### src/rtl/ftdi_rx_fb_gen_if.sv
// FTDI FT245 synchronous FIFO pins plus framebuffer write port, grouped as one bundle.
// master = the receiver; slave = FTDI chip and framebuffer side.
interface ftdi_rx_fb_gen_if #(
    parameter int PIX_W  = 20,
    parameter int ADDR_W = 14,
    parameter int ERR_W  = 8
) ();
    logic [7:0]        data_in;
    logic              rxf_n;
    logic              txe_n;
    logic              rd_n;
    logic              oe_n;
    logic              wr_n;
    logic [PIX_W-1:0]  fb_wdata;
    logic [ADDR_W-1:0] fb_waddr;
    logic              fb_we;
    logic              full;
    logic              swapped;
    logic              frame_err;
    logic [ERR_W-1:0]  err_count;

    modport master (
        input  data_in, rxf_n, txe_n, swapped,
        output rd_n, oe_n, wr_n, fb_wdata, fb_waddr, fb_we, full, frame_err, err_count
    );

    modport slave (
        output data_in, rxf_n, txe_n, swapped,
        input  rd_n, oe_n, wr_n, fb_wdata, fb_waddr, fb_we, full, frame_err, err_count
    );
endinterface

### src/rtl/ftdi_rx_fb_gen.sv
// FTDI FIFO to framebuffer receiver: packs CHANNELS flagged bytes per pixel, stops at frame-full,
// discards bytes until the first start flag and counts short/misaligned frames.
//
// state | meaning
// IDLE  | bus released, waiting for data and a free frame
// START | output enable asserted one cycle before the first read strobe
// READ  | read strobe low, one byte accepted per cycle while rxf_n is low
module ftdi_rx_fb_gen #(
    parameter int CHANNELS     = 3,
    parameter int CH_BITS      = 7,
    parameter int PIX_W        = 20,
    parameter int ADDR_W       = 14,
    parameter int FRAME_PIXELS = 16384,
    parameter int ERR_W        = 8
) (
    input  logic              clk_60,
    input  logic              rst_n,
    ftdi_rx_fb_gen_if.master  bus
);

    localparam int CW = (CHANNELS > 1) ? $clog2(CHANNELS) : 1;
    localparam int K  = PIX_W - (CHANNELS - 1) * CH_BITS;
    localparam logic [CW-1:0]     LAST_CH  = CW'(CHANNELS - 1);
    localparam logic [ADDR_W-1:0] LAST_PIX = ADDR_W'(FRAME_PIXELS - 1);

    typedef enum logic [1:0] {
        IDLE  = 2'd0,
        START = 2'd1,
        READ  = 2'd2
    } state_t;

    state_t state, state_nxt;

    logic [ADDR_W-1:0]  pix_cnt;
    logic [CW-1:0]      ch_idx;
    logic               synced;
    logic               full_r;
    logic               fb_we_r;
    logic               frame_err_r;
    logic [ERR_W-1:0]   err_cnt;
    logic [PIX_W-1:0]   wdata_r;
    logic [CH_BITS-1:0] ch_r [CHANNELS-1];

    logic               accept;
    logic               take;
    logic               is_flag;
    logic               pix_done;
    logic               last_byte;
    logic               full_set;
    logic               misalign;
    logic [CH_BITS-1:0] payload;
    logic [PIX_W-1:0]   pix_word;
    logic               oe_n_c;
    logic               rd_n_c;
    logic               unused_txe;

    assign accept    = (state == READ) && !bus.rxf_n;
    assign take      = accept && !bus.swapped;
    assign is_flag   = bus.data_in[7];
    assign payload   = bus.data_in[CH_BITS-1:0];
    assign pix_done  = take && !is_flag && synced && (ch_idx == LAST_CH);
    assign last_byte = pix_done && (pix_cnt == LAST_PIX);
    assign full_set  = fb_we_r && (pix_cnt == LAST_PIX) && !bus.swapped;
    // A pixel still being written counts as progress, so a flag landing in the fb_we cycle is short.
    assign misalign  = take && is_flag && synced &&
                       (fb_we_r || (pix_cnt != '0) || (ch_idx != '0));

    always_comb begin
        pix_word = '0;
        for (int i = 0; i < CHANNELS - 1; i++) begin
            pix_word[PIX_W-1-i*CH_BITS -: CH_BITS] = ch_r[i];
        end
        pix_word[K-1:0] = bus.data_in[K-1:0];
    end

    always_ff @(posedge clk_60 or negedge rst_n) begin
        if (!rst_n) begin
            state <= IDLE;
        end else begin
            state <= state_nxt;
        end
    end

    always_comb begin
        state_nxt = state;
        oe_n_c    = 1'b1;
        rd_n_c    = 1'b1;
        case (state)
            IDLE: begin
                // Hold off while the frame-completing write is still in flight.
                if (!bus.rxf_n && !full_r && !full_set) begin
                    state_nxt = START;
                end
            end
            START: begin
                oe_n_c    = 1'b0;
                state_nxt = bus.rxf_n ? IDLE : READ;
            end
            READ: begin
                oe_n_c = 1'b0;
                rd_n_c = 1'b0;
                if (bus.rxf_n || last_byte) begin
                    state_nxt = IDLE;
                end
            end
            default: state_nxt = IDLE;
        endcase
    end

    always_ff @(posedge clk_60 or negedge rst_n) begin
        if (!rst_n) begin
            pix_cnt     <= '0;
            ch_idx      <= '0;
            synced      <= 1'b0;
            full_r      <= 1'b0;
            fb_we_r     <= 1'b0;
            frame_err_r <= 1'b0;
            err_cnt     <= '0;
            wdata_r     <= '0;
            for (int i = 0; i < CHANNELS - 1; i++) begin
                ch_r[i] <= '0;
            end
        end else begin
            fb_we_r     <= pix_done;
            frame_err_r <= misalign;
            if (misalign && (err_cnt != '1)) begin
                err_cnt <= err_cnt + 1'b1;
            end
            if (pix_done) begin
                wdata_r <= pix_word;
            end
            if (take && is_flag) begin
                synced <= 1'b1;
            end
            if (take && (is_flag || synced)) begin
                for (int i = 0; i < CHANNELS - 1; i++) begin
                    if (is_flag ? (i == 0) : (ch_idx == CW'(i))) begin
                        ch_r[i] <= payload;
                    end
                end
            end

            if (bus.swapped) begin
                pix_cnt <= '0;
                ch_idx  <= '0;
                full_r  <= 1'b0;
            end else begin
                if (take && is_flag) begin
                    ch_idx <= CW'(1);
                end else if (take && synced) begin
                    ch_idx <= (ch_idx == LAST_CH) ? '0 : ch_idx + 1'b1;
                end
                if (take && is_flag) begin
                    pix_cnt <= '0;
                end else if (fb_we_r) begin
                    pix_cnt <= (pix_cnt == LAST_PIX) ? '0 : pix_cnt + 1'b1;
                end
                if (full_set) begin
                    full_r <= 1'b1;
                end
            end
        end
    end

    assign bus.oe_n      = oe_n_c;
    assign bus.rd_n      = rd_n_c;
    assign bus.wr_n      = 1'b1;
    assign bus.fb_wdata  = wdata_r;
    assign bus.fb_waddr  = pix_cnt;
    assign bus.fb_we     = fb_we_r;
    assign bus.full      = full_r;
    assign bus.frame_err = frame_err_r;
    assign bus.err_count = err_cnt;

    // txe_n only exists so the pinout matches the FT245 footprint.
    assign unused_txe = bus.txe_n;

endmodule
### src/flat_wrapper.sv
// flat-port wrapper written by rule: the top's interface ports become plain ports
module ftdi_rx_fb_gen_flat 
#(
    parameter int CHANNELS     = 3,
    parameter int CH_BITS      = 7,
    parameter int PIX_W        = 20,
    parameter int ADDR_W       = 14,
    parameter int FRAME_PIXELS = 16384,
    parameter int ERR_W        = 8
)
  (clk_60, rst_n, bus_data_in, bus_rxf_n, bus_txe_n, bus_swapped, bus_rd_n, bus_oe_n, bus_wr_n, bus_fb_wdata, bus_fb_waddr, bus_fb_we, bus_full, bus_frame_err, bus_err_count);
  ftdi_rx_fb_gen_if #(.PIX_W(PIX_W), .ADDR_W(ADDR_W), .ERR_W(ERR_W)) bus_i ();
  input  logic clk_60;
  input  logic rst_n;
  input wire logic [$bits(bus_i.data_in)-1:0] bus_data_in;
  input wire logic [$bits(bus_i.rxf_n)-1:0] bus_rxf_n;
  input wire logic [$bits(bus_i.txe_n)-1:0] bus_txe_n;
  input wire logic [$bits(bus_i.swapped)-1:0] bus_swapped;
  output wire logic [$bits(bus_i.rd_n)-1:0] bus_rd_n;
  output wire logic [$bits(bus_i.oe_n)-1:0] bus_oe_n;
  output wire logic [$bits(bus_i.wr_n)-1:0] bus_wr_n;
  output wire logic [$bits(bus_i.fb_wdata)-1:0] bus_fb_wdata;
  output wire logic [$bits(bus_i.fb_waddr)-1:0] bus_fb_waddr;
  output wire logic [$bits(bus_i.fb_we)-1:0] bus_fb_we;
  output wire logic [$bits(bus_i.full)-1:0] bus_full;
  output wire logic [$bits(bus_i.frame_err)-1:0] bus_frame_err;
  output wire logic [$bits(bus_i.err_count)-1:0] bus_err_count;
  assign bus_i.data_in = bus_data_in;
  assign bus_i.rxf_n = bus_rxf_n;
  assign bus_i.txe_n = bus_txe_n;
  assign bus_i.swapped = bus_swapped;
  assign bus_rd_n = bus_i.rd_n;
  assign bus_oe_n = bus_i.oe_n;
  assign bus_wr_n = bus_i.wr_n;
  assign bus_fb_wdata = bus_i.fb_wdata;
  assign bus_fb_waddr = bus_i.fb_waddr;
  assign bus_fb_we = bus_i.fb_we;
  assign bus_full = bus_i.full;
  assign bus_frame_err = bus_i.frame_err;
  assign bus_err_count = bus_i.err_count;
  ftdi_rx_fb_gen #(.CHANNELS(CHANNELS), .CH_BITS(CH_BITS), .PIX_W(PIX_W), .ADDR_W(ADDR_W), .FRAME_PIXELS(FRAME_PIXELS), .ERR_W(ERR_W)) u_core (.clk_60(clk_60), .rst_n(rst_n), .bus(bus_i));
endmodule
### config.mk
export PLATFORM = sky130hd
export DESIGN_NAME = ftdi_rx_fb_gen_flat
export DESIGN_NICKNAME = d
export VERILOG_FILES = /design/src/rtl/ftdi_rx_fb_gen_if.sv /design/src/rtl/ftdi_rx_fb_gen.sv /design/src/flat_wrapper.sv
export SDC_FILE = /design/constraint.sdc
export NUM_CORES = 1
export LEC_CHECK = 0
export CAP_MARGIN = 20
export CORE_ASPECT_RATIO = 0.6
export CORE_UTILIZATION = 45
export DETAILED_ROUTE_END_ITERATION = 10
export PLACE_DENSITY = 0.77
export SKIP_CTS_REPAIR_TIMING = 1
export SLEW_MARGIN = 20
export SYNTH_ARGS = -nofsm -noshare
export SYNTH_HDL_FRONTEND = slang
export SYNTH_SLANG_ARGS = --single-unit
### constraint.sdc
create_clock -name clk_60 -period 4 [get_ports clk_60]
set_input_delay 0.8 -clock clk_60 [delete_from_list [all_inputs] [get_ports clk_60]]
set_output_delay 0.8 -clock clk_60 [all_outputs]
set_load 0.05 [all_outputs]
==> impl_metrics.tcl <==
set metrics [dict create \
    synth.ff_latch_count 64 \
    dpl-instance-area_mm2 0.00354 \
    timing.critical_path.arrival_ps 1920 \
    fin_hold_ws_ps 453 \
    cp_data_required_time_ps 3200 \
    critPathCaptureType "primary output" \
    via_count_of_the_first_global_routing_pass 2022 \
    mean_instance_size_in_the_synthesized_netlist_um2 12.5 \
    timing.setup.critical_path_class "flop to primary output" \
    cts_made_buffers 9 \
    drv.max_cap_violation_count 0 \
    synthesis.area_mm2 0.00289 \
    chipWidth_um 105 \
    grt_usage 0.197 \
    max_freq_ghz 0.368 \
    detailedPlace.worstSlack_ps 1050 \
    timing.reg2reg.worst_path_depth 6 \
    cts.clk_slew.worst_paths_ps 70 \
    first_iter_violations 88 \
    htree_num_levels 3 \
    effective_utilization_at_floorplan 0.469 \
    drt_pass1_iterations 4 \
    mappedNetlistNets 251 \
    layout-drive-gt1-share 0.211 \
    fp.dieArea_mm2 0.00676 \
    min_path_type "input port to async pin" \
    detail_route.wl_per_cell_um 14.7 \
    worstSkewPairLatency_ps 340 \
    finalClockSkew_ps 12.1 \
    flow.area_growth_from_synthesis_pct 30.5 \
    overflow 0 \
    drtAntennaViolNets 0 \
    clkSinkCount 64 \
    final_net_count 312 \
    p_leak_nw 1.75 \
    synth_top_area_frac 0.554 \
    stdcell_area_mm2 0.00377 \
    place.port_buffers 58 \
    report.final.hold_viol_count 0 \
    dominantRegCellSynth "sky130_fd_sc_hd__dfrtp_1" \
    grt_max_degree 48 \
    design_power_total_mw 1.61 \
    status "complete, no violations" \
    totalNegativeSetupSlack_ps 0 \
    timing.max_slew.rel_slack 0.609 \
    synth_area_leaders "sky130_fd_sc_hd__dfrtp_1 (55%), sky130_fd_sc_hd__mux2_2 (14%), sky130_fd_sc_hd__xor2_1 (3.0%), sky130_fd_sc_hd__ha_1 (2.6%), sky130_fd_sc_hd__xnor2_1 (2.4%)" \
    power_density_mw_per_mm2 428 \
    timing.critical_path.from_type "flop" \
    final.min_clock_period_ps 2720 \
    synth_async_sr_flop_share 1.00 \
    hpwlAfterDp_um 3920 \
    report.final.slew_viol_count 0 \
    fill_cells 516 \
    worstMarginPinSlew_ps 587 \
    worst-path-max-fanout 3 \
    drc 0 \
    antennaDiodeCount 0 \
    finalSetupViolCount 0 \
    die_height_um 64.1 \
    clock_tree.buffer_depth 2 \
    clockRootBuffer "sky130_fd_sc_hd__clkbuf_8" \
    gp_congestion 0.778 \
    yosys_top_cell_by_area "sky130_fd_sc_hd__dfrtp_1" \
    synth_sequential_area_ratio 0.554 \
    vias_per_cell 5.20 \
    rsz0062_at_grt "no" \
    pin_count 61 \
    num_vias 1985 \
    floorplan.rows 22 \
    final_critical_path_setup_slack_ps 1280 \
    cts_tree "done" \
    vdd_ir_drop_max_v 0.000330 \
    layout_common_cells "sky130_fd_sc_hd__dfrtp_1 (64), sky130_fd_sc_hd__clkdlybuf4s50_1 (57), sky130_fd_sc_hd__mux2_2 (36)" \
    final_common_cell "sky130_fd_sc_hd__dfrtp_1" \
    final_period_utilization 0.680 \
    synth_cells 232 \
    placeableCoreArea_mm2 0.00617 \
    synth_enable_flop_cells 0 \
    yosys_warnings 0 \
    postRouteWirelength_um 5630 \
    synth.lib_cells_used.distinct 42 \
    r2r_slack_ps 1770 \
    antenna_violations_before_repair 0 \
    grt_pass1_wl_um 10100 \
]
## registers in the layout (all words and copies together), names as in the netlist
signal                cells
u_core.bus.fb_wdata      20
u_core.bus.fb_waddr      14
u_core.ch_r              14
u_core.bus.err_count      8
u_core.ch_idx             2
u_core.state              2
u_core.bus.fb_we          1
u_core.bus.frame_err      1
u_core.bus.full           1
u_core.synced             1
## cell type report
| class | instances | area (um^2) | area share |
|---|---|---|---|
| clock buffer | 9 | 124 | 0.0328 |
| clock inverter | 7 | 103 | 0.0272 |
| inverter | 11 | 41.3 | 0.0109 |
| multi-input combinational | 147 | 1200 | 0.319 |
| sequential | 64 | 1600 | 0.425 |
| tap | 84 | 105 | 0.0279 |
| timing repair buffer | 60 | 593 | 0.157 |
## Yosys cell counts, types with 2 or more instances
| master | count |
|---|---|
| sky130_fd_sc_hd__o21ai_0 | 2 |
| sky130_fd_sc_hd__xor2_1 | 10 |
| sky130_fd_sc_hd__clkbuf_1 | 2 |
| sky130_fd_sc_hd__dfrtp_1 | 64 |
| sky130_fd_sc_hd__or2_2 | 3 |
| sky130_fd_sc_hd__inv_1 | 11 |
| sky130_fd_sc_hd__a21oi_1 | 5 |
| sky130_fd_sc_hd__nand3b_1 | 2 |
| sky130_fd_sc_hd__xnor2_1 | 8 |
| sky130_fd_sc_hd__nand3_1 | 6 |
| sky130_fd_sc_hd__nor3_1 | 2 |
| sky130_fd_sc_hd__nand2_1 | 5 |
| sky130_fd_sc_hd__and3_1 | 4 |
| sky130_fd_sc_hd__mux2_2 | 36 |
| sky130_fd_sc_hd__buf_4 | 2 |
| sky130_fd_sc_hd__and2_1 | 3 |
| sky130_fd_sc_hd__ha_1 | 6 |
| sky130_fd_sc_hd__nor4_1 | 3 |
| sky130_fd_sc_hd__nand4_1 | 11 |
| sky130_fd_sc_hd__buf_2 | 6 |
| sky130_fd_sc_hd__nor2_1 | 16 |
| sky130_fd_sc_hd__nand2b_1 | 5 |
## power by group
part	switching [mW]	total, mW	internal (mW)
Sequential	0.0327	0.734	0.701
Clock	0.272	0.629	0.357
Combinational	0.148	0.252	0.105
## worst paths after layout
path                                           end               startpoint
max in group asynchronous   u_core.bus.fb_wdata[4]                    rst_n
min in group clk_60        u_core.bus.err_count[4]  u_core.bus.err_count[4]
min                        u_core.bus.err_count[3]                    rst_n
max reg2reg                 u_core.bus.fb_wdata[9]          u_core.state[0]
min reg2reg                u_core.bus.err_count[4]  u_core.bus.err_count[4]
max                                       bus_oe_n          u_core.state[0]
## routing by layer
layer	vias to the layer above	global-route usage	wire, um
met2	54	0.271	2310
li1	937	-	-
met1	985	0.290	2960
met4	0	0.0739	63
met3	9	0.0592	294
met5	-	0	0
## cells by family (layout without fill, tap and decap cells)
family	Yosys count	after routing	share of synthesized area
compound gates	15	15	0.0385
flops	64	64	0.554
fa+ha+maj	6	6	0.0260
mux	37	37	0.144
other cells	1	1	0.00130
xor+xnor	18	18	0.0545
buf+inv	21	87	0.0325
simple gates	70	70	0.149
## through the flow
stage                     utilization  cells
after floorplan                     -    232
after global placement          0.574    366
after detailed placement        0.574    366
after CTS                       0.611    382
after global routing            0.612    382
final                           0.612    382
## worst max-delay path, cell delays in order (launching register included)
cell and delay [ps]:
sky130_fd_sc_hd__dfrtp_1 390, sky130_fd_sc_hd__inv_1 110, sky130_fd_sc_hd__ha_1 240, sky130_fd_sc_hd__inv_1 50, sky130_fd_sc_hd__clkdlybuf4s50_1 800
(Power assumes the default switching activity.)
